File: src/rtl/ddr_if_pkg.sv
// ddr_if_pkg: MIG app-interface command codes, responder FSM states and default widths.
package ddr_if_pkg;
    localparam int DEF_ADDR_W = 27;
    localparam int DEF_DATA_W = 128;
    localparam int DEF_OFFSET_LEN = 4;
    localparam logic [2:0] APP_CMD_WRITE = 3'b000;
    localparam logic [2:0] APP_CMD_READ = 3'b001;
    typedef enum logic [2:0] {IDLE, RD_CMD, RD_WAIT, WR_CMD, WR_DONE} state_t;
endpackage

File: src/rtl/ddr_line_responder.sv
// ddr_line_responder: services cache line read/write requests one at a time on a MIG-style app interface.
module ddr_line_responder
    import ddr_if_pkg::*;
#(
    parameter int ADDR_W = DEF_ADDR_W,
    parameter int DATA_W = DEF_DATA_W,
    parameter int OFFSET_LEN = DEF_OFFSET_LEN,
    parameter int MASK_W = DATA_W / 8
) (
    input  logic              clk,
    input  logic              rstn,
    input  logic [ADDR_W-1:0] req_rd_addr,
    input  logic              req_rd_en,
    output logic              rsp_rd_fin,
    output logic [DATA_W-1:0] rsp_rd_data,
    input  logic [ADDR_W-1:0] req_wr_addr,
    input  logic [DATA_W-1:0] req_wr_data,
    input  logic              req_wr_en,
    output logic              rsp_wr_fin,
    input  logic              init_calib_complete,
    output logic [ADDR_W-1:0] app_addr,
    output logic [2:0]        app_cmd,
    output logic              app_en,
    input  logic              app_rdy,
    output logic [DATA_W-1:0] app_wdf_data,
    output logic              app_wdf_wren,
    output logic              app_wdf_end,
    output logic [MASK_W-1:0] app_wdf_mask,
    input  logic              app_wdf_rdy,
    input  logic [DATA_W-1:0] app_rd_data,
    input  logic              app_rd_data_valid,
    output logic              proto_err
);
    localparam logic [ADDR_W-1:0] LINE_MASK = {{(ADDR_W-OFFSET_LEN){1'b1}}, {OFFSET_LEN{1'b0}}};
    state_t state, next;
    logic rd_valid, wr_valid, cmd_ok, dat_ok;
    logic [ADDR_W-1:0] rd_addr, wr_addr;
    logic [DATA_W-1:0] wr_data;
    logic cmd_acc, dat_acc, rd_issue, wr_exit;

    assign app_en = state == RD_CMD || (state == WR_CMD && !cmd_ok);
    assign app_cmd = state == RD_CMD ? APP_CMD_READ : APP_CMD_WRITE;
    assign app_addr = state == RD_CMD ? rd_addr : state == WR_CMD ? wr_addr : '0;
    assign app_wdf_wren = state == WR_CMD && !dat_ok;
    assign app_wdf_end = app_wdf_wren;
    assign app_wdf_data = app_wdf_wren ? wr_data : '0;
    assign app_wdf_mask = '0;
    assign rsp_wr_fin = state == WR_DONE;
    assign cmd_acc = app_en && app_rdy;
    assign dat_acc = app_wdf_wren && app_wdf_rdy;
    assign rd_issue = state == RD_CMD && app_rdy;
    // command and data may be accepted in either order; leave once both are done
    assign wr_exit = state == WR_CMD && (cmd_ok || cmd_acc) && (dat_ok || dat_acc);

    always_comb begin
        next = state;
        case (state)
            IDLE:    next = !init_calib_complete ? IDLE :
                            (rd_valid || req_rd_en) ? RD_CMD :
                            (wr_valid || req_wr_en) ? WR_CMD : IDLE;
            RD_CMD:  next = app_rdy ? RD_WAIT : RD_CMD;
            RD_WAIT: next = app_rd_data_valid ? IDLE : RD_WAIT;
            WR_CMD:  next = wr_exit ? WR_DONE : WR_CMD;
            default: next = IDLE;
        endcase
    end

    always_ff @(posedge clk) begin
        if (!rstn) begin
            state <= IDLE;
            rd_valid <= 1'b0;
            wr_valid <= 1'b0;
            rd_addr <= '0;
            wr_addr <= '0;
            wr_data <= '0;
            cmd_ok <= 1'b0;
            dat_ok <= 1'b0;
            proto_err <= 1'b0;
            rsp_rd_fin <= 1'b0;
            rsp_rd_data <= '0;
        end else begin
            state <= next;
            if (rd_issue)
                rd_valid <= 1'b0;
            if (wr_exit)
                wr_valid <= 1'b0;
            if (req_rd_en && !rd_valid) begin
                rd_valid <= 1'b1;
                rd_addr <= req_rd_addr & LINE_MASK;
            end
            if (req_wr_en && !wr_valid) begin
                wr_valid <= 1'b1;
                wr_addr <= req_wr_addr & LINE_MASK;
                wr_data <= req_wr_data;
            end
            if ((req_rd_en && rd_valid) || (req_wr_en && wr_valid))
                proto_err <= 1'b1;
            cmd_ok <= state == WR_CMD && !wr_exit && (cmd_ok || cmd_acc);
            dat_ok <= state == WR_CMD && !wr_exit && (dat_ok || dat_acc);
            rsp_rd_fin <= state == RD_WAIT && app_rd_data_valid;
            rsp_rd_data <= (state == RD_WAIT && app_rd_data_valid) ? app_rd_data : '0;
        end
    end
endmodule
File: config.mk
export PLATFORM = sky130hd
export DESIGN_NAME = ddr_line_responder
export DESIGN_NICKNAME = d
export VERILOG_FILES = /design/src/rtl/ddr_if_pkg.sv /design/src/rtl/ddr_line_responder.sv
export SDC_FILE = /design/constraint.sdc
export NUM_CORES = 1
export LEC_CHECK = 0
export ABC_AREA = 1
export ABC_CLOCK_PERIOD_IN_PS = 1900
export CAP_MARGIN = 5
export CORE_AREA = 2 2 247 249
export CTS_BUF_LIST = sky130_fd_sc_hd__clkbuf_8
export DETAILED_ROUTE_END_ITERATION = 10
export DIE_AREA = 0 0 249 251
export HOLD_SLACK_MARGIN = 0.12
export PLACE_DENSITY = 0.43
export RECOVER_POWER = 50
export SYNTH_ARGS = -nofsm -noshare
export SYNTH_HDL_FRONTEND = slang
export SYNTH_SLANG_ARGS = --single-unit
File: constraint.sdc
create_clock -name clk -period 1.9 [get_ports clk]
set_input_delay 0.38 -clock clk [delete_from_list [all_inputs] [get_ports clk]]
set_output_delay 0.38 -clock clk [all_outputs]
set_load 0.02 [all_outputs]
==> metrics.md, run 1 <==
| Metric | Value |
|---|---|
| RSZ-0062 raised after global routing | yes |
| Critical path class | reg2out |
| Starting density of the core | 0.200 |
| GP Congestion | 0.825 |
| Final wirelength | 46900 µm |
| Post-synth ARST share | 0 |
| Final min period | around 2.3 ns |
| Number of global-route vias before repair | 10700 |
| Commonest cells post-synth | dfxtp_1, inv_1, nor2_1 |
| CP arrival | 1.95 ns |
| Placed insts | 2773 |
| Layout cell share with drive strength beyond 1 | 0.218 |
| Peak supply drop | 0.000457 V |
| Final slew viol count | 0 |
| Top-level I/O count | around 630 |
| Primary FF master, synth | dfxtp_1 |
| Syn. warnings | 0 |
| Clk sink count | between 300 and 400 |
| Die W | 249 µm |
| Number of synthesized flops with an enable pin | 0 |
| Worst Setup End Kind | output port |
| Syn-to-layout area delta | 76.1% |
| Hold Path Class | in2reg |
| Top-count cell post-synth | dfxtp_1 |
| GRT Util Overall | 0.143 |
| Register bit total from synthesis | slightly above 300 |
| Fin Clk Skew | 0.0168 ns |
| Avg Inst Size Synth | 8.45 µm² |
| Fin cells | 2898 |
| Cells after Synth | 1415 |
| TritonCTS clock tree | built |
| Cell taking the most area after synthesis | dfxtp_1 |
| Die ar. | 62500 µm² |
| Unique masters post-synth | 24 |
| DIE HEIGHT | 251 µm |
| Maximum fanout along the worst path | 8 |
| Period Utilization, post-route | 1.23 |
| Vias | 11000 |
| CORE AREA | 59800 µm² |
| Clock Latency Late Sink | 0.64 ns |
| Clock slew at reported path FFs | 0.06 ns |
| Rows | 90 |
| Clock buffer count from CTS | 61 |
| Status | complete, but fails checks |
| Max Cap Violations | 0 |
| First drt pass iteration count | 4 |
| Synth top area cells | dfxtp_1, nor2_4, inv_1 |
| Residual DRC | 0 |
| Routed Antenna Nets | 0 |
| Number of H-tree levels | 2 |
| Largest net degree at the start of global routing | 99 |
| CTS Buffer Depth | 3 |
| Setup slack at placement | -0.323 ns |
| Final Hold Fails | 0 |
| Grt total ovfl | 0 |
| Dpl hpwl | between 30000 and 40000 µm |
| Final Setup Violations | 156 |
| Leakage power | 11.2 nW |
| CP Data Required Time | 1.52 ns |
| Avg WL per Cell | roughly 16 µm |
| Mapped cell area | 12000 µm² |
| Startpoint types | flop |
| Worst slew margin | 0.554 |
| DR vias/cell | ~3.8 |
| PD cells | 775 nW/µm² |
| CTS Root Cell | clkbuf_8 |
| Setup ws final | -0.433 ns |
| Register area share after synthesis | 0.521 |
| Nets@finish | 2386 |
| Max Freq | 429 MHz |
| First-pass GRT wire length | just under 70000 µm |
| Violated checks | negative setup slack |
| Initial antenna violation count | 3 |
| Worst Tran Pin Value | 0.668 ns |
| First DRT Iteration DRCs | 340 |
| CTS Hold Bufs | 0 |
| Top cell type's share of synthesized area | 0.521 |
| I/O Buffers | about 600 |
-- worst max-delay path, cell delays in order (launching register included) --
cell	delay, ns
dfxtp_2	0.32
buf_4	0.14
inv_4	0.05
nor2_4	0.03
nand2_2	0.08
clkinv_4	0.09
buf_12	0.15
buf_6	0.11
a22o_1	0.21
buf_6	0.14
-- path summary, 6_finish.rpt --
path                                      start          endpoint  slack [ns]  depth (start not counted)
worst max-delay path                   state[0]      app_addr[11]       -0.43                          9
worst min-delay path            app_rd_data[36]   rsp_rd_data[36]        0.26                          3
worst max register to register         state[1]  rsp_rd_data[104]        0.06                          8
worst min register to register     wr_data[114]      wr_data[114]        0.45                          2
-- layout make-up --
type / count / area [µm²]
diodes: 1 / 2.50
clock buffers: 86 / 1180
clock inverters: 24 / 144
fillers: 6256 / 38700
inverters: 275 / 1060
multi-input cells: 739 / 4130
flip-flops and latches: 311 / 6230
well taps: 782 / 978
repair buffers: 679 / 7310
repair inverters: 1 / 16.3
-- kinds of logic (layout without fill, tap and decap cells) --
group,Yosys count,count (layout),share of synthesized area
simple gates,384,384,0.186
other cells,1,23,0.000314
buf+inv,386,1065,0.146
flops,311,311,0.521
compound gates,333,333,0.147
-- layout by cell type, fill, tap and decap left out, types with 2 or more instances in the layout --
master / count
inv_2: 2
clkinvlp_4: 2
nor2_4: 108
clkbuf_16: 4
clkdlybuf4s50_1: 308
a21oi_1: 130
dfxtp_2: 3
nand2_2: 2
nor2_2: 6
buf_8: 2
nor2_1: 251
conb_1: 22
nand2_1: 11
nand3_1: 3
buf_6: 129
o21ai_0: 176
inv_4: 2
buf_16: 5
a22o_1: 23
clkbuf_2: 7
clkbuf_8: 87
dfxtp_1: 308
buf_12: 12
clkinv_2: 6
buf_4: 73
inv_1: 282
dlymetal6s2s_1: 130
clkbuf_4: 3
clkbuf_1: 4
-- metrics by stage --
| step | area [µm²] | hold slack, ns | power (mW) | util | TNS (ns) |
|---|---|---|---|---|---|
| after floorplan | 12000 | 0.430 | 8.12 | - | 0 |
| final | 21100 | 0.259 | 16.3 | 0.352 | -56.81 |
| after CTS | 20400 | 0.171 | 16.6 | 0.341 | -91.46 |
| after detailed placement | 19000 | 0.445 | 9.26 | 0.318 | -39.45 |
| after global routing | 21100 | 0.200 | 17.2 | 0.352 | -88.33 |
| after global placement | 19000 | 0.440 | 9.25 | 0.318 | -39.67 |
-- where the power goes --
group          total [mW]  internal, mW  leakage, nW  switching (mW)
Combinational        2.21          1.10         7.90            1.12
Clock                7.14          4.13        0.736            3.01
Sequential           6.97          6.87         2.55          0.0993
Total                16.3          12.1         11.2            4.22
-- sequential cells by signal, summed over array words and instances, names as in the netlist, 3 cells and up --
register,count
state,3
rsp_rd_data,128
wr_data,128
wr_addr,23
rd_addr,23
-- metal layers --
layer	up-vias	part of all wire	global-route usage
met1	4991	0.41	0.168
li1	5574	-	-
met3	78	0.064	0.0406
met2	325	0.51	0.251
met4	2	0.024	0.0466
met5	-	0.00015	0
-- repair_timing --
item	CTS	global route
gates cloned	3	5
hold endpoints to repair	0	0
resized for setup	837	228
endpoints found under the setup margin	286	286
setup buffers	3	4
pin swaps	3	4
No activity file was read; power rests on OpenSTA's default activity.
==> run 2: changes to the inputs <==
Settings changed: TNS_END_PERCENT set to 20.
==> run 2 against run 1 <==
  * The run still ends with negative setup slack left
  * Register-to-register slack better by 0.02 ns
  * Maximum frequency hardly changed
  * Final cell count is 0.14% lower
  * Sequential cell count stayed put
  * Non-clock buffer count fell by 4
  * First-iteration DRC count grew 2.6%
  * Via count fell by 0.36%
  * Die area unchanged
  * Critical path depth stayed put
  * Worst setup slack about the same
  * Highest routed layer unchanged
==> metrics.md, run 2 (synthesis results as in run 1) <==
| Metric | Value |
|---|---|
| Initial antenna violation count | 3 |
| Worst slew margin | 0.546 |
| Violated checks | negative setup slack |
| Rows | 90 |
| Area after DPL | roughly 19000 µm² |
| Startpoint types | flop |
| Grt total ovfl | 0 |
| GRT Util Overall | 0.143 |
| Top-level I/O count | approximately 630 |
| Period Utilization, post-route | 1.23 |
| Die W | around 250 µm |
| Worst Hold Path Cells | 3 |
| Layout cell share with drive strength beyond 1 | 0.214 |
| Top flop regs | rsp_rd_data: 128 flops, wr_data: 128 flops |
| Clock slew at reported path FFs | 0.06 ns |
| Maximum fanout along the worst path | 8 |
| Max Freq | 428 MHz |
| Worst Setup End Kind | output port |
| Residual DRC | 0 |
| Die ar. | 62500 µm² |
| Starting density of the core | 0.200 |
| First drt pass iteration count | 5 |
| Final Cell Area | ~21000 µm² |
| Fin Clk Skew | 0.0184 ns |
| First DRT Iteration DRCs | ~350 |
| Leakage power | around 11 nW |
| PD cells | 779 nW/µm² |
| CP Data Required Time | ~1.5 ns |
| Worst Tran Pin Value | 0.680 ns |
| CTS Buffer Depth | 3 |
| Number of H-tree levels | 2 |
| Max Cap Violations | 0 |
| Avg WL per Cell | about 16 µm |
| Hold Path Class | in2reg |
| Setup slack at placement | -0.323 ns |
| R2r worst-path depth | 7 |
| DR vias/cell | between 3 and 4 |
| I/O Buffers | 595 |
| Vias | 10900 |
| Syn-to-layout area delta | 74.9% |
| Fillers | ~6300 |
| Total power | 16.3 mW |
| First-pass GRT wire length | about 68000 µm |
| DIE HEIGHT | 251 µm |
| Final Hold Fails | 0 |
| Clock buffer count from CTS | 61 |
| Setup ws final | -0.434 ns |
| Routed Antenna Nets | 0 |
| Critical path class | reg2out |
| GP Congestion | around 0.82 |
| Number of global-route vias before repair | approximately 11000 |
| CTS Root Cell | clkbuf_8 |
| Final min period | 2.33 ns |
| Final Setup Violations | 156 |
| Fin cells | 2894 |
| Most frequent cells in the layout | dfxtp_1, clkdlybuf4s50_1, inv_1 |
| CP arrival | between 1.5 and 2 ns |
| Placed insts | 2773 |
| Status | complete, but fails checks |
| CORE AREA | approximately 60000 µm² |
| Clk sink count | just over 300 |
| Dpl hpwl | 35200 µm |
| Nets@finish | 2382 |
| Clock Latency Late Sink | 0.64 ns |
| TritonCTS clock tree | built |
| Final wirelength | 46800 µm |
| Final slew viol count | 0 |
| Largest net degree at the start of global routing | 99 |
| RSZ-0062 raised after global routing | yes |
| CTS Hold Bufs | 0 |
| Peak supply drop | 0.000454 V |
[run 2: cell types whose count changed in the layout (fill, tap and decap cells not counted), sizes merged]
cell,before,now
buf,222,217
clkbuf,105,106
[run 2: worst max-delay path, stage by stage (launching register included)]
cell,delay (ns)
dfxtp_2,0.32
buf_4,0.13
inv_2,0.05
nor2_2,0.03
nand2_2,0.08
clkinv_4,0.10
buf_12,0.15
buf_6,0.11
a22o_1,0.21
buf_6,0.14
[run 2: through the flow]
| step | hold WS [ns] | setup TNS [ns] | utilization |
|---|---|---|---|
| 2_1_floorplan | 0.430 | 0 | - |
| 3_3_place_gp | 0.440 | -39.67 | 0.318 |
| 3_5_place_dp | 0.445 | -39.45 | 0.318 |
| 4_1_cts | 0.171 | -92.19 | 0.339 |
| 5_1_grt | 0.200 | -85.26 | 0.350 |
| 6_report | 0.259 | -56.30 | 0.350 |
[run 2: per-layer routing]
| metal | track usage | wire [µm] |
|---|---|---|
| met2 | 0.251 | 23700 |
| met1 | 0.168 | 19100 |
| met5 | 0 | 11 |
| met4 | 0.0466 | 1120 |
| met3 | 0.0406 | 2930 |
[run 2: final timing paths]
check | startpoint | end | slack, ns
hold / removal | app_rd_data[36] | rsp_rd_data[36] | 0.26
setup / recovery | state[0] | app_addr[11] | -0.43
setup reg to reg | state[1] | rsp_rd_data[123] | 0.08
hold reg to reg | wr_data[114] | wr_data[114] | 0.45
[run 2: layout make-up]
cell class                      instances  area [µm²]  share of cell area
Timing Repair Buffer                  675        7190               0.344
Sequential cell                       311        6230               0.298
Multi-Input combinational cell        739        4100               0.196
Clock buffer                           86        1180              0.0566
Inverter                              275        1050              0.0504
Tap cell                              782         978              0.0468
Clock inverter                         24         144             0.00688
Timing Repair inverter                  1        16.3            0.000778
Antenna cell                            1        2.50            0.000120
[run 2: repair_timing]
action / in CTS / in global routing
setup endpoints to repair: 286 / 286
buffers inserted: 3 / 1
endpoints found under the hold margin: 0 / 0
cloned: 3 / 4
pin swaps: 3 / 3
resized for setup: 800 / 234
[run 2: where the power goes]
| part | internal, mW | switching [mW] |
|---|---|---|
| Combinational | 1.07 | 1.10 |
| Clock | 4.13 | 3.01 |
| Sequential | 6.87 | 0.0988 |
==> run 3: changes to the inputs <==
Settings changed: CAP_MARGIN 5 to not set, CELL_PAD_IN_SITES_DETAIL_PLACEMENT set to 2, CELL_PAD_IN_SITES_GLOBAL_PLACEMENT set to 2, CORE_AREA 2 2 247 249 to not set, CORE_ASPECT_RATIO set to 0.6, CORE_MARGIN set to 2, CORE_UTILIZATION set to 22, DIE_AREA 0 0 249 251 to not set, GPL_ROUTABILITY_DRIVEN set to 0, PLACE_DENSITY 0.43 to 0.8.
==> run 3 against run 2 <==
  * Largest power group is now registers
  * Final cell count shrank 3.2%
  * Hold slack gained 0.018 ns
  * Sequential power is essentially flat
  * The run still ends with negative setup slack left
  * Wire length grew 17%
==> metrics.md, run 3 (synthesis results as in run 1) <==
| Metric | Value |
|---|---|
| Number of global-route vias before repair | 13000 |
| Initial antenna violation count | 9 |
| CTS Hold Bufs | 0 |
| Number of H-tree levels | 2 |
| Startpoint types | flop |
| Dpl hpwl | between 40000 and 50000 µm |
| CP Data Required Time | 1.52 ns |
| Final Hold Fails | 0 |
| Top-level I/O count | between 600 and 700 |
| TritonCTS clock tree | built |
| First DRT Iteration DRCs | 355 |
| First drt pass iteration count | 4 |
| I/O Buffers | 595 |
| Clk sink count | between 300 and 400 |
| Starting density of the core | 0.222 |
| Final Cell Area | ~20000 µm² |
| Vias | 11600 |
| Largest net degree at the start of global routing | approximately 90 |
| Final min period | 2.45 ns |
| RSZ-0062 raised after global routing | yes |
| Period Utilization, post-route | 1.29 |
| Top flop regs | rsp_rd_data: 128 flops, wr_data: 128 flops |
| Setup ws final | -0.546 ns |
| Hold Path Class | in2reg |
| Final slew viol count | 0 |
| Setup TNS | -69.77 ns |
| Rows | 66 |
| Peak supply drop | 0.000546 V |
| Worst slew margin | 0.488 |
| Max Freq | about 410 MHz |
| Avg WL per Cell | 19.5 µm |
| PD cells | 801 nW/µm² |
| GRT Util Overall | 0.182 |
| Max Cap Violations | 0 |
| Violated checks | negative setup slack |
| Layout cell share with drive strength beyond 1 | 0.187 |
| R2r worst-path depth | 5 |
| Leakage power | 8.87 nW |
| CP arrival | 2.07 ns |
| Worst Tran Pin Value | 0.768 ns |
| Area after DPL | between 15000 and 20000 µm² |
| Critical path class | reg2out |
| Residual DRC | 0 |
| Clock buffer count from CTS | 52 |
| Worst Hold Path Cells | 3 |
| Syn-to-layout area delta | 64.8% |
| CORE AREA | between 50000 and 60000 µm² |
| CTS Root Cell | clkbuf_8 |
| Most frequent cells in the layout | clkdlybuf4s50_1, dfxtp_1, inv_1 |
| Die W | 305 µm |
| CTS Buffer Depth | 3 |
| DIE HEIGHT | 185 µm |
| Nets@finish | 2356 |
| Grt total ovfl | 0 |
| Fin Clk Skew | ~0.037 ns |
| Maximum fanout along the worst path | 15 |
| Final wirelength | 54700 µm |
| Worst Setup End Kind | output port |
| Clock slew at reported path FFs | 0.07 ns |
| Die ar. | 56300 µm² |
| Clock Latency Late Sink | 0.60 ns |
| DR vias/cell | around 4.1 |
| Final Setup Violations | 241 |
| Status | complete, but fails checks |
| Commonest non-fill, non-tap cell in the layout | clkdlybuf4s50_1 |
| First-pass GRT wire length | 78500 µm |
| Worst R2R Setup Slack | 0.12 ns |
| Routed Antenna Nets | 0 |
==> run 3: cell type report <==
cell class                 instances  area [µm²]
clock inverter                    31         248
multi-input combinational        739        4060
antenna                            6        15.0
tap                              714         893
sequential                       311        6230
timing repair buffer             659        6320
fill                            6007       34200
clock buffer                      65         895
inverter                         275        1040
==> run 3: repair_timing <==
item	in CTS	in global routing
gates cloned	0	4
resized for setup	487	127
buffers inserted	1	1
setup endpoints to repair	286	286
pin swaps	2	0
==> run 3: through the flow <==
step | power (mW) | std cells | util | worst slack (ns) | hold slack (ns)
after floorplan | 8.12 | 1436 | - | 0.0600 | 0.430
after detailed placement | 9.34 | 2692 | 0.348 | -0.325 | 0.459
after CTS | 16.1 | 2789 | 0.368 | -0.635 | 0.207
after global placement | 9.21 | 2692 | 0.348 | -0.292 | 0.440
after global routing | 16.6 | 2798 | 0.365 | -0.726 | 0.224
final | 15.8 | 2800 | 0.365 | -0.546 | 0.277
==> run 3: power breakdown <==
part,internal (mW),switching (mW)
Sequential,6.86,0.118
Clock,3.64,2.96
Combinational,1.02,1.17
==> run 3: final timing paths <==
check | start | to
worst min register to register | wr_data[120] | wr_data[120]
worst min-delay path | app_rd_data[71] | rsp_rd_data[71]
worst max register to register | wr_valid | wr_data[42]
worst max-delay path | state[1] | app_wdf_data[59]
==> run 3: critical path: stages, from the launching register on <==
cell and delay [ns]:
dfxtp_2 0.33, nand2_1 0.08, nor2_4 0.10, inv_2 0.06
nor2_4 0.15, inv_8 0.13, buf_16 0.21, nor2_4 0.10
clkdlybuf4s15_2 0.28
==> run 3: layer usage <==
| layer | GRT usage | up-vias | routed length (µm) |
|---|---|---|---|
| li1 | - | 5508 | - |
| met1 | 0.200 | 5622 | 20800 |
| met2 | 0.326 | 357 | 28000 |
| met3 | 0.0677 | 107 | 4090 |
| met4 | 0.0604 | 8 | 1700 |
| met5 | 0 | - | 61 |
